===== src/rtl/pic_pkg.sv =====
// pic_pkg: shared FSM states, command bit positions and OCW2 command codes
package pic_pkg;
  localparam logic [2:0] UNINIT    = 3'd0;
  localparam logic [2:0] WAIT_ICW2 = 3'd1;
  localparam logic [2:0] WAIT_ICW3 = 3'd2;
  localparam logic [2:0] WAIT_ICW4 = 3'd3;
  localparam logic [2:0] READY     = 3'd4;
  localparam int ICW1_IC4  = 0;
  localparam int ICW1_SNGL = 1;
  localparam int ICW1_LTIM = 3;
  localparam int OCW3_RIS  = 0;
  localparam int OCW3_RR   = 1;
  localparam int OCW3_P    = 2;
  localparam int OCW3_SMM  = 5;
  localparam int OCW3_ESMM = 6;
  localparam logic [2:0] OCW2_ROT_AEOI_CLR = 3'b000;
  localparam logic [2:0] OCW2_NS_EOI       = 3'b001;
  localparam logic [2:0] OCW2_NOP          = 3'b010;
  localparam logic [2:0] OCW2_SP_EOI       = 3'b011;
  localparam logic [2:0] OCW2_ROT_AEOI_SET = 3'b100;
  localparam logic [2:0] OCW2_ROT_NS_EOI   = 3'b101;
  localparam logic [2:0] OCW2_SET_PRIO     = 3'b110;
  localparam logic [2:0] OCW2_ROT_SP_EOI   = 3'b111;
endpackage


===== src/rtl/strobe_edge_detect.sv =====
// strobe_edge_detect: one-cycle pulse on the first clock a level strobe is seen high
module strobe_edge_detect (
  input  logic clk,
  input  logic reset,
  input  logic strobe,
  output logic pulse
);
  logic prev;
  // history clears on reset so a strobe already high afterwards counts as new
  always_ff @(posedge clk or posedge reset)
    if (reset) prev <= 1'b0;
    else prev <= strobe;
  assign pulse = strobe & ~prev;
endmodule


===== src/rtl/command_word_sequencer.sv =====
// command_word_sequencer: decodes ICW/OCW writes into interrupt controller configuration
module command_word_sequencer
  import pic_pkg::*;
(
  input  logic       clk,
  input  logic       reset,
  input  logic [7:0] internal_bus,
  input  logic       write_ICW_1,
  input  logic       write_ICW2_4,
  input  logic       write_OCW1,
  input  logic       write_OCW2,
  input  logic       write_OCW3,
  output logic       init_done,
  output logic       ltim,
  output logic       single,
  output logic [4:0] vector_base,
  output logic [7:0] cascade_cfg,
  output logic [4:0] icw4_cfg,
  output logic [7:0] imr,
  output logic       ocw2_strobe,
  output logic [2:0] ocw2_cmd,
  output logic [2:0] ocw2_level,
  output logic       read_isr,
  output logic       poll_cmd,
  output logic       special_mask
);
  logic [3:0] strb, hit;
  logic [2:0] state, nxt;
  logic       ic4;
  // ICW2..4 and OCW1 are both A1 writes, so they share one detector
  assign strb = {write_OCW3, write_OCW2, write_ICW2_4 | write_OCW1, write_ICW_1};
  genvar g;
  generate
    for (g = 0; g < 4; g++) begin : g_edge
      strobe_edge_detect u_det (.clk(clk), .reset(reset), .strobe(strb[g]), .pulse(hit[g]));
    end
  endgenerate
  // state reached by an A1 write, skipping ICW3/ICW4 when not requested
  always_comb
    nxt = state == WAIT_ICW2 ? (!single ? WAIT_ICW3 : ic4 ? WAIT_ICW4 : READY) :
          state == WAIT_ICW3 ? (ic4 ? WAIT_ICW4 : READY) :
          state == WAIT_ICW4 ? READY : state;
  // ICW1 restarts initialisation and pre-empts any OCW action in the same cycle
  always_ff @(posedge clk or posedge reset)
    if (reset) begin
      state        <= UNINIT;
      ic4          <= 1'b0;
      init_done    <= 1'b0;
      ltim         <= 1'b0;
      single       <= 1'b0;
      vector_base  <= '0;
      cascade_cfg  <= '0;
      icw4_cfg     <= '0;
      imr          <= '0;
      ocw2_strobe  <= 1'b0;
      ocw2_cmd     <= '0;
      ocw2_level   <= '0;
      read_isr     <= 1'b0;
      poll_cmd     <= 1'b0;
      special_mask <= 1'b0;
    end else begin
      ocw2_strobe <= 1'b0;
      poll_cmd    <= 1'b0;
      if (hit[0]) begin
        ltim         <= internal_bus[ICW1_LTIM];
        single       <= internal_bus[ICW1_SNGL];
        ic4          <= internal_bus[ICW1_IC4];
        imr          <= '0;
        icw4_cfg     <= '0;
        special_mask <= 1'b0;
        read_isr     <= 1'b0;
        init_done    <= 1'b0;
        state        <= WAIT_ICW2;
      end else begin
        if (hit[1]) begin
          state <= nxt;
          if (state == WAIT_ICW2) vector_base <= internal_bus[7:3];
          if (state == WAIT_ICW3) cascade_cfg <= internal_bus;
          if (state == WAIT_ICW4) icw4_cfg <= internal_bus[4:0];
          if (state == READY) imr <= internal_bus;
          if (state != READY && nxt == READY) init_done <= 1'b1;
        end
        if (hit[2] && state == READY) begin
          ocw2_cmd    <= internal_bus[7:5];
          ocw2_level  <= internal_bus[2:0];
          ocw2_strobe <= 1'b1;
        end
        if (hit[3] && state == READY) begin
          if (internal_bus[OCW3_RR]) read_isr <= internal_bus[OCW3_RIS];
          if (internal_bus[OCW3_ESMM]) special_mask <= internal_bus[OCW3_SMM];
          poll_cmd <= internal_bus[OCW3_P];
        end
      end
    end
endmodule


===== config.mk =====
export PLATFORM = sky130hd
export DESIGN_NAME = command_word_sequencer
export DESIGN_NICKNAME = d
export VERILOG_FILES = /design/src/rtl/pic_pkg.sv /design/src/rtl/strobe_edge_detect.sv /design/src/rtl/command_word_sequencer.sv
export SDC_FILE = /design/constraint.sdc
export NUM_CORES = 1
export LEC_CHECK = 0
export CAP_MARGIN = 20
export CORE_MARGIN = 2
export CORE_UTILIZATION = 30
export CTS_CLUSTER_DIAMETER = 50
export DETAILED_ROUTE_END_ITERATION = 6
export HOLD_SLACK_MARGIN = 0.03
export SLEW_MARGIN = 10
export SYNTH_ARGS = -nofsm -noshare
export SYNTH_HDL_FRONTEND = slang
export SYNTH_SLANG_ARGS = --single-unit

===== constraint.sdc =====
create_clock -name clk -period 4.19 [get_ports clk]
set_input_delay 0.838 -clock clk [delete_from_list [all_inputs] [get_ports clk]]
set_output_delay 0.838 -clock clk [all_outputs]
set_load 0.1 [all_outputs]

==> results of run 1 <==
-- routing by layer --
metal | up-vias | track usage, % | wire length, um
met3 | 5 | 5.41 | 275
met4 | 0 | 3.03 | 35
met2 | 34 | 18.8 | 1980
met5 | - | 0 | 0
li1 | 644 | - | -
met1 | 657 | 17.2 | 1980
-- state kept, by name, summed over array words and instances, names as in the netlist, 3 cells and up --
signal	flops
g_edge.u_det.prev	4
imr	8
state	3
vector_base	5
ocw2_level	3
ocw2_cmd	3
cascade_cfg	8
icw4_cfg	5
-- cells by family (layout without fill, tap and decap cells) --
logic type | after synthesis | in the layout | synth area share (%)
AOI/OAI and AO/OA | 14 | 14 | 4.94
DFF | 47 | 47 | 60.3
muxes | 32 | 32 | 17.7
and+or+nand+nor | 52 | 52 | 14.8
buffers and inverters | 11 | 66 | 2.25
-- final cells by class --
class / count / share of cell area, %
inverters: 4 / 0.565
flip-flops and latches: 47 / 44.3
clock inverters: 1 / 0.188
clock buffers: 7 / 2.87
well taps: 77 / 3.63
multi-input cells: 98 / 27.5
repair buffers: 54 / 21.0
-- path summary, 6_finish.rpt --
path	start	depth (start not counted)	end	slack, ns
worst max register to register	g_edge[0].u_det.prev	3	vector_base[3]	2.15
max in group asynchronous	reset	3	state[0]	2.77
worst max-delay path	single	1	single	1.51
min in group asynchronous	reset	2	cascade_cfg[2]	0.91
worst min register to register	ltim	2	ltim	0.49
worst min-delay path	ltim	2	ltim	0.49
-- cells in the mapped netlist --
library cell and number:
a21oi_1 2, a22oi_1 1, a41oi_1 1, and3b_1 1, buf_2 2, clkbuf_1 5
dfrtp_1 47, inv_1 4, mux2_1 3, mux2_2 16, mux2i_1 13, nand2_1 30
nand2b_1 3, nand3_1 4, nand4_1 2, nand4b_2 1, nor2_1 2, nor2_4 1
nor2b_1 3, nor3b_4 1, nor4_4 1, nor4b_1 1, o21a_1 1, o21ai_0 3
o21ba_2 1, o21bai_1 1, o22ai_1 1, o311ai_0 1, o31ai_1 2, or2_2 1
or3b_2 1
-- stage by stage --
| stage | total power [uW] | area [um^2] | worst slack (ns) | cells | hold slack (ns) |
|---|---|---|---|---|---|
| CTS | 1790 | 2630 | 1.49 | 287 | 0.499 |
| global route | 1850 | 2660 | 1.37 | 288 | 0.524 |
| detailed placement | 1520 | 2550 | 1.21 | 279 | 0.475 |
| finish | 1780 | 2660 | 1.51 | 288 | 0.493 |
| global placement | 1520 | 2550 | 1.23 | 279 | 0.468 |
| floorplan | 1300 | 1950 | 2.13 | 156 | 0.478 |
-- power by group --
group / switching [uW] / leakage [uW] / internal (uW) / total (uW)
clock: 145 / 0.0000422 / 117 / 262
sequential: 59.1 / 0.000611 / 541 / 600
combinational: 698 / 0.000519 / 216 / 914
-- cell usage in the layout (no fill, tap or decap), types with 3 or more instances in the layout --
| cell type | count |
|---|---|
| clkdlybuf4s50_1 | 53 |
| dfrtp_1 | 47 |
| nand2_1 | 30 |
| mux2_2 | 16 |
| mux2i_1 | 13 |
| clkbuf_8 | 5 |
| nand3_1 | 4 |
| nand2b_1 | 3 |
| inv_1 | 3 |
| o21ai_0 | 3 |
| nor2b_1 | 3 |
| mux2_1 | 3 |
==> impl_results.md, run 1 <==
* First-pass GRT wire length at 7.00 mm
* DP Wirelength at roughly 3.0 mm
* Post-synth top area share at 60.3%
* Area delta synth->final at 36.3%
* Max clock buf depth at 2
* Final core occ at 42.1%
* Worst-Margin Slew at 0.988 ns
* Starting Density at 30.9%
* Die Area at 7160 um^2
* GRT Residual Overflow at 0
* Yosys reg bits at 47
* Slew Viols, Final at 0
* Multi-input gate area at 729 um^2
* Critical path buffers and inverters at 1
* Crit path launch type: register
* Tot GR Track Use at between 10 and 15%
* Io pins at 54
* Leading area contributor after synthesis: dfrtp_1
* Clock sinks at 47
* Vias per cell at between 4 and 5
* H-tree depth at 2
* Avg Cell Area, Syn at 12.5 um^2
* Net Count, Synth at ~170
* Critical path endpoint category: output port
* Critical Path Max Stage Delay at 1.15 ns
* Worst EP required at 3.35 ns
* Number of global-route vias before repair at 1,388
* Pleak at 0.00117 uW
* Tmin final at roughly 2.7 ns
* TritonCTS clock tree: done
* Synth warn at 0
* Clk root buf: clkbuf_8
* Antenna violations before repair at 0
* Die height at roughly 85 um
* Vias post-DR at 1,340
* Fmax at ~0.37 GHz
* Drt first pass iters at 4
* Sequential cell area at 1180 um^2
* RSZ-0062 raised after global routing: false
* Delay-heaviest family, CP: buffers and inverters
* CP arrival at 1.84 ns
* Count of final hold-check violations at 0
* Post-synth cell types at 31
* CP max FO at 4
* Pwr/cell area at between 600 and 700 nW/um^2
* Drt total wl at 4.27 mm
* Core region area at 6310 um^2
* Sequential area share after synthesis at 60.3%
* Worst Path Class, Setup: reg -> out
* Worst-path cell chain: clkdlybuf4s50_1
* Reg clk slew, reported paths at roughly 0.08 ns
* Final ANT Viol Nets at 0
* Rel. slew slack at 33.9%
* Syn Inst Count at 156
* Fin Clk Skew at 0.00451 ns
* Row count at 29
* Port buffer count at 53
* Fin nets at 225
* RD Place Congestion at 0.738
* Pin count of the biggest net entering global routing at 48
* 1st-iter DRT viols at 84
* Chip Width at between 80 and 90 um
* Status: finished, final reports clean
* Final Setup Violations at 0
* Cell Area, Synth at 1950 um^2
* Setup TNS at 0 ns
* Setup repair bufs after CTS at 0
* Post-CTS Hold Buffers at 0
* CTS-repair resized insts at 0
* Synth area leaders: dfrtp_1 60%, mux2_2 9.2%, mux2i_1 6.7%
* Peak VDD IR at 0.460 mV
* CP max-delay cell: clkdlybuf4s50_1
* # diodes at 0
* Share of cells above drive strength 1 at between 10% and 20%
* Hold WC Path Type: reg -> reg
* Period utilization at between 60% and 70%
* Max_cap viols at 0
* WL/cell at 14.8 um
* CTS buffer count at 5
* Final-layout fill cell count at 617
* Worst-Skew Late Latency at 0.29 ns
* Drc violations at 0
Note: power is estimated with default switching activity, not from simulation.
==> run 2: changes to the inputs <==
Clock period 4.19 ns to 2.8 ns, I/O delays scaled along.
==> run 2 against run 1 <==
Effect of this change:
- clock skew up 0.0089 ns
- largest power group unchanged
- register-to-register slack worse by 1.1 ns
- sequential share of layout area up 1.5 points
- wire length down 1.1%
- sequential cell count unchanged
- worst hold slack worse by 0.0062 ns
- die area unchanged
- setup slack worse by 0.76 ns
- cell area down 3.3%
- critical path depth up 3
- global-route usage up 0.18 points
==> impl_results.md, run 2 (same netlist as run 1, synthesis figures left out) <==
* Peak VDD IR at 0.657 mV
* Row count at 29
* Setup repair bufs after CTS at 0
* R2r worst-path depth at 3
* CP max FO at 8
* Critical path endpoint category: register
* Tmin final at ~2 ns
* Port buffer count at 53
* Pre-CTS WS at between 0.4 and 0.5 ns
* Biggest regs: cascade_cfg (8), imr (8)
* Worst-Margin Slew at 0.636 ns
* RSZ-0062 raised after global routing: false
* WL/cell at approximately 15 um
* Chip Width at ~85 um
* Final Setup Violations at 0
* Post-CTS Hold Buffers at 0
* Setup TNS at 0 ns
* Clk root buf: clkbuf_8
* # diodes at 0
* 1st-iter DRT viols at 60
* Drc violations at 0
* Crit path launch type: input port
* Worst setup margin at 0.746 ns
* Pleak at 0.00124 uW
* Pwr/cell area at 1030 nW/um^2
* Final ANT Viol Nets at 0
* Drt first pass iters at 4
* Io pins at 54
* Period utilization at 73.4%
* Max clock buf depth at 2
* Area delta synth->final at 31.7%
* Number of global-route vias before repair at 1,346
* Status: finished, final reports clean
* Clock sinks at 47
* Reg clk slew, reported paths at 0.09 ns
* Fin nets at 227
* DP Wirelength at 3.06 mm
* Worst Path Class, Setup: in -> reg
* Tot GR Track Use at about an eighth
* Pin count of the biggest net entering global routing at 48
* Share of cells above drive strength 1 at 34.3%
* RD Place Congestion at 0.780
* TritonCTS clock tree: done
* Rel. slew slack at around 57%
* Final core occ at 40.7%
* Vias post-DR at roughly 1,300
* Count of final hold-check violations at 0
* Starting Density at between 30% and 40%
* Slew Viols, Final at 0
* Fmax at 0.487 GHz
* Vias per cell at 4.63
* Total Power at 2640 uW
* Fin Clk Skew at 0.0134 ns
* Die Area at 7160 um^2
* Hold WC Path Type: reg -> reg
* Most frequent cells in the layout: 47 x dfrtp_1, 42 x buf_4, 30 x nand2_1
* Worst EP required at between 2 and 3 ns
* WHS at 0.487 ns
* CTS buffer count at 5
* Die height at 84.6 um
* Final-layout fill cell count at 649
* Antenna violations before repair at 0
* GRT Residual Overflow at 0
* Drt total wl at between 4 and 5 mm
* Worst hold stages at 2
* H-tree depth at 2
* First-pass GRT wire length at 7.05 mm
* Commonest non-fill, non-tap cell in the layout: dfrtp_1
* CTS-repair resized insts at 0
* Max_cap viols at 0
* Worst-Skew Late Latency at 0.30 ns
* CP arrival at 2.25 ns
* Core region area at 6310 um^2
run 2: changes by cell type in the layout (fill, tap and decap cells not counted):
cell | before | now
clkinv_2 | 1 | 0
buf_16 | 1 | 0
clkbuf_8 | 5 | 6
clkdlybuf4s50_1 | 53 | 14
clkinv_4 | 0 | 1
clkbuf_1 | 2 | 1
buf_4 | 0 | 42
run 2: path summary, 6_finish.rpt:
| check | start | end | slack (ns) |
|---|---|---|---|
| min reg2reg | ltim | ltim | 0.49 |
| min | ltim | ltim | 0.49 |
| max | write_OCW1 | cascade_cfg[5] | 0.75 |
| min in group asynchronous | reset | vector_base[2] | 0.72 |
| max in group asynchronous | reset | state[1] | 1.67 |
| max reg2reg | g_edge[1].u_det.prev | cascade_cfg[5] | 1.06 |
run 2: stage by stage:
step / instance area, um^2 / std cells
3_3_place_gp: 2470 / 282
4_1_cts: 2570 / 290
5_1_grt: 2570 / 290
2_1_floorplan: 1950 / 156
3_5_place_dp: 2470 / 282
6_report: 2570 / 290
run 2: critical path: stages:
cell and delay [ns]:
clkdlybuf4s50_1 0.49, o21bai_1 0.22, nor4_4 0.57, mux2_2 0.40
run 2: cell type report:
class                   count  area [um^2]  area share, %
flip-flops and latches     47         1180           45.8
multi-input cells          98          729           28.4
repair buffers             56          455           17.7
well taps                  77         96.3           3.75
clock buffers               7         86.3           3.36
inverters                   4         15.0          0.585
clock inverters             1         8.76          0.341
run 2: report_power, final:
| part | total [uW] | internal (uW) | switching, uW | leakage [uW] |
|---|---|---|---|---|
| Clock | 426 | 202 | 223 | 0.0000484 |
| Combinational | 1320 | 278 | 1040 | 0.000586 |
| Sequential | 900 | 810 | 90.4 | 0.000611 |
run 2: metal layers:
layer	part of all wire [%]	vias up	track usage, %
li1	-	648	-
met1	47	650	18.2
met2	45	38	18.4
met3	5.8	6	4.33
met4	1.5	0	4.33
met5	0	-	0
==> run 3: changes to the inputs <==
Clock period 2.8 ns to 2.05 ns, I/O delays scaled along.
==> run 3 against run 2 <==
Effect of this change:
- combinational power rose by 37%
- clock power increased by 39%
- worst hold slack worse by 0.029 ns
- sequential power is 38% higher
- total power grew 38%
- clock skew shrank 0.0041 ns
- core utilization increased by 0.57 points
- final cell count increased by 1.0%
- critical endpoint is now imr[1]
- largest cell class unchanged
==> impl_results.md, run 3 (same netlist as run 1, synthesis figures left out) <==
* Pwr/cell area at 1400 nW/um^2
* Critical Path Max Stage Delay at 0.56 ns
* CP max FO at 9
* Fin area at 2600 um^2
* TritonCTS clock tree: done
* Final Setup Violations at 0
* Non-Filler Instances at approximately 300
* Io pins at 54
* Worst EP required at 2.27 ns
* Port buffer count at 53
* Worst-path cell chain: or3b_2 > nor2_4 > mux2i_1
* CTS buffer count at 5
* H-tree depth at 2
* Biggest regs: cascade_cfg (8), imr (8)
* Number of global-route vias before repair at between 1,000 and 1,500
* First-pass GRT wire length at 7.36 mm
* Tot GR Track Use at 13.1%
* Slew Viols, Final at 0
* Core region area at 6310 um^2
* Status: finished, final reports clean
* Starting Density at a little under a third
* Most frequent cells in the layout: 47 x dfrtp_1, 44 x buf_4, 30 x nand2_1
* Count of final hold-check violations at 0
* Share of cells above drive strength 1 at 35.6%
* Clk root buf: clkbuf_8
* Setup TNS at 0 ns
* Drt first pass iters at 4
* Worst-Skew Late Latency at 0.29 ns
* Dpl cells at 285
* Clock sinks at 47
* # diodes at 0
* WL/cell at about 15 um
* Crit path launch type: register
* Worst Path Class, Setup: reg -> reg
* Chip Width at 84.6 um
* Most Crowded Layer GR: met2
* CTS-repair resized insts at 0
* Worst setup margin at 0.383 ns
* Critical path endpoint category: register
* Rel. slew slack at 78.6%
* Row count at 29
* CP arrival at approximately 1.9 ns
* RD Place Congestion at 0.815
* Post-CTS Hold Buffers at 0
* Met1 global-route usage at 18.6%
* Placed Area at 2510 um^2
* Fmax at approximately 0.6 GHz
* Hold WC Path Type: in -> async
* Vias per cell at ~4.7
* Max_cap viols at 0
* Drt total wl at 4.47 mm
* Worst-Margin Slew at 0.322 ns
* Final-layout fill cell count at ~660
* Final ANT Viol Nets at 0
* Area delta synth->final at 33.6%
* Peak VDD IR at 1.13 mV
* Fin Clk Skew at between 0.009 and 0.01 ns
* Setup repair bufs after CTS at 0
* Max clock buf depth at 2
* Tmin final at 1.67 ns
* Fin nets at 230
* Multi-input gate area at about 730 um^2
* CP max-delay cell: or3b_2
* DP Wirelength at 3.15 mm
* Reg clk slew, reported paths at 0.09 ns
* GRT Residual Overflow at 0
* Pin count of the biggest net entering global routing at 48
* Antenna violations before repair at 0
* Die Area at 7160 um^2
* Met2 GRT Util at ~20%
* 1st-iter DRT viols at 110
* Die height at 84.6 um
* RSZ-0062 raised after global routing: false
* Sequential cell area at 1180 um^2
* Vias post-DR at roughly 1,400
* Pre-CTS WS at 0.0573 ns
* Pleak at around 0.0013 uW
* M3 GR Usage at ~3.7%
* Commonest non-fill, non-tap cell in the layout: dfrtp_1
* Drc violations at 0
* Period utilization at 81.3%
-- run 3: cell types whose count changed in the layout (fill, tap and decap cells not counted) --
| cell | delta |
|---|---|
| buf_4 | +2 |
| clkbuf_1 | -1 |
| inv_6 | +1 |
| buf_12 | +1 |
| clkinv_4 | -1 |
| clkinv_2 | +1 |
-- run 3: path summary, 6_finish.rpt --
| kind | cells past startpoint | slack (ns) | end | start |
|---|---|---|---|---|
| max | 3 | 0.38 | imr[1] | state[1] |
| min | 3 | 0.46 | cascade_cfg[5] | reset |
| max reg2reg | 3 | 0.38 | imr[1] | state[1] |
| min reg2reg | 2 | 0.49 | ltim | ltim |
| max in group asynchronous | 3 | 1.37 | state[0] | reset |
| min in group clk | 2 | 0.49 | ltim | ltim |
-- run 3: area by class of cell --
type,instances,area share (%)
Tap cell,77,3.70
Inverter,4,0.577
Clock buffer,6,3.17
Multi-Input combinational cell,98,28.0
Sequential cell,47,45.2
Clock inverter,2,0.529
Timing Repair Buffer,59,18.8
-- run 3: where the power goes --
group	switching, uW	leakage, uW	internal, uW	total [uW]
clock	315	0.0000516	276	591
combinational	1420	0.000605	385	1810
sequential	134	0.000611	1110	1240
total	1870	0.00127	1770	3640
-- run 3: worst max-delay path, delay by kind of cell (launching register included) --
| family | cells | cell delay [ns] |
|---|---|---|
| simple gates | 2 | 0.87 |
| flops | 1 | 0.50 |
| mux | 1 | 0.23 |
-- run 3: through the flow --
stage,utilization [%],total power (uW),hold slack (ns)
floorplan,-,2670,0.441
global placement,39.7,3070,0.467
detailed placement,39.7,3080,0.472
global route,41.2,3790,0.462
finish,41.2,3640,0.458
CTS,41.2,3680,0.461
-- run 3: metal layers --
metal	share of wire [%]	vias up	routed length, um
li1	-	655	-
met1	49	690	2170
met2	47	38	2080
met3	4.5	2	202
met4	0.34	0	15
met5	0	-	0
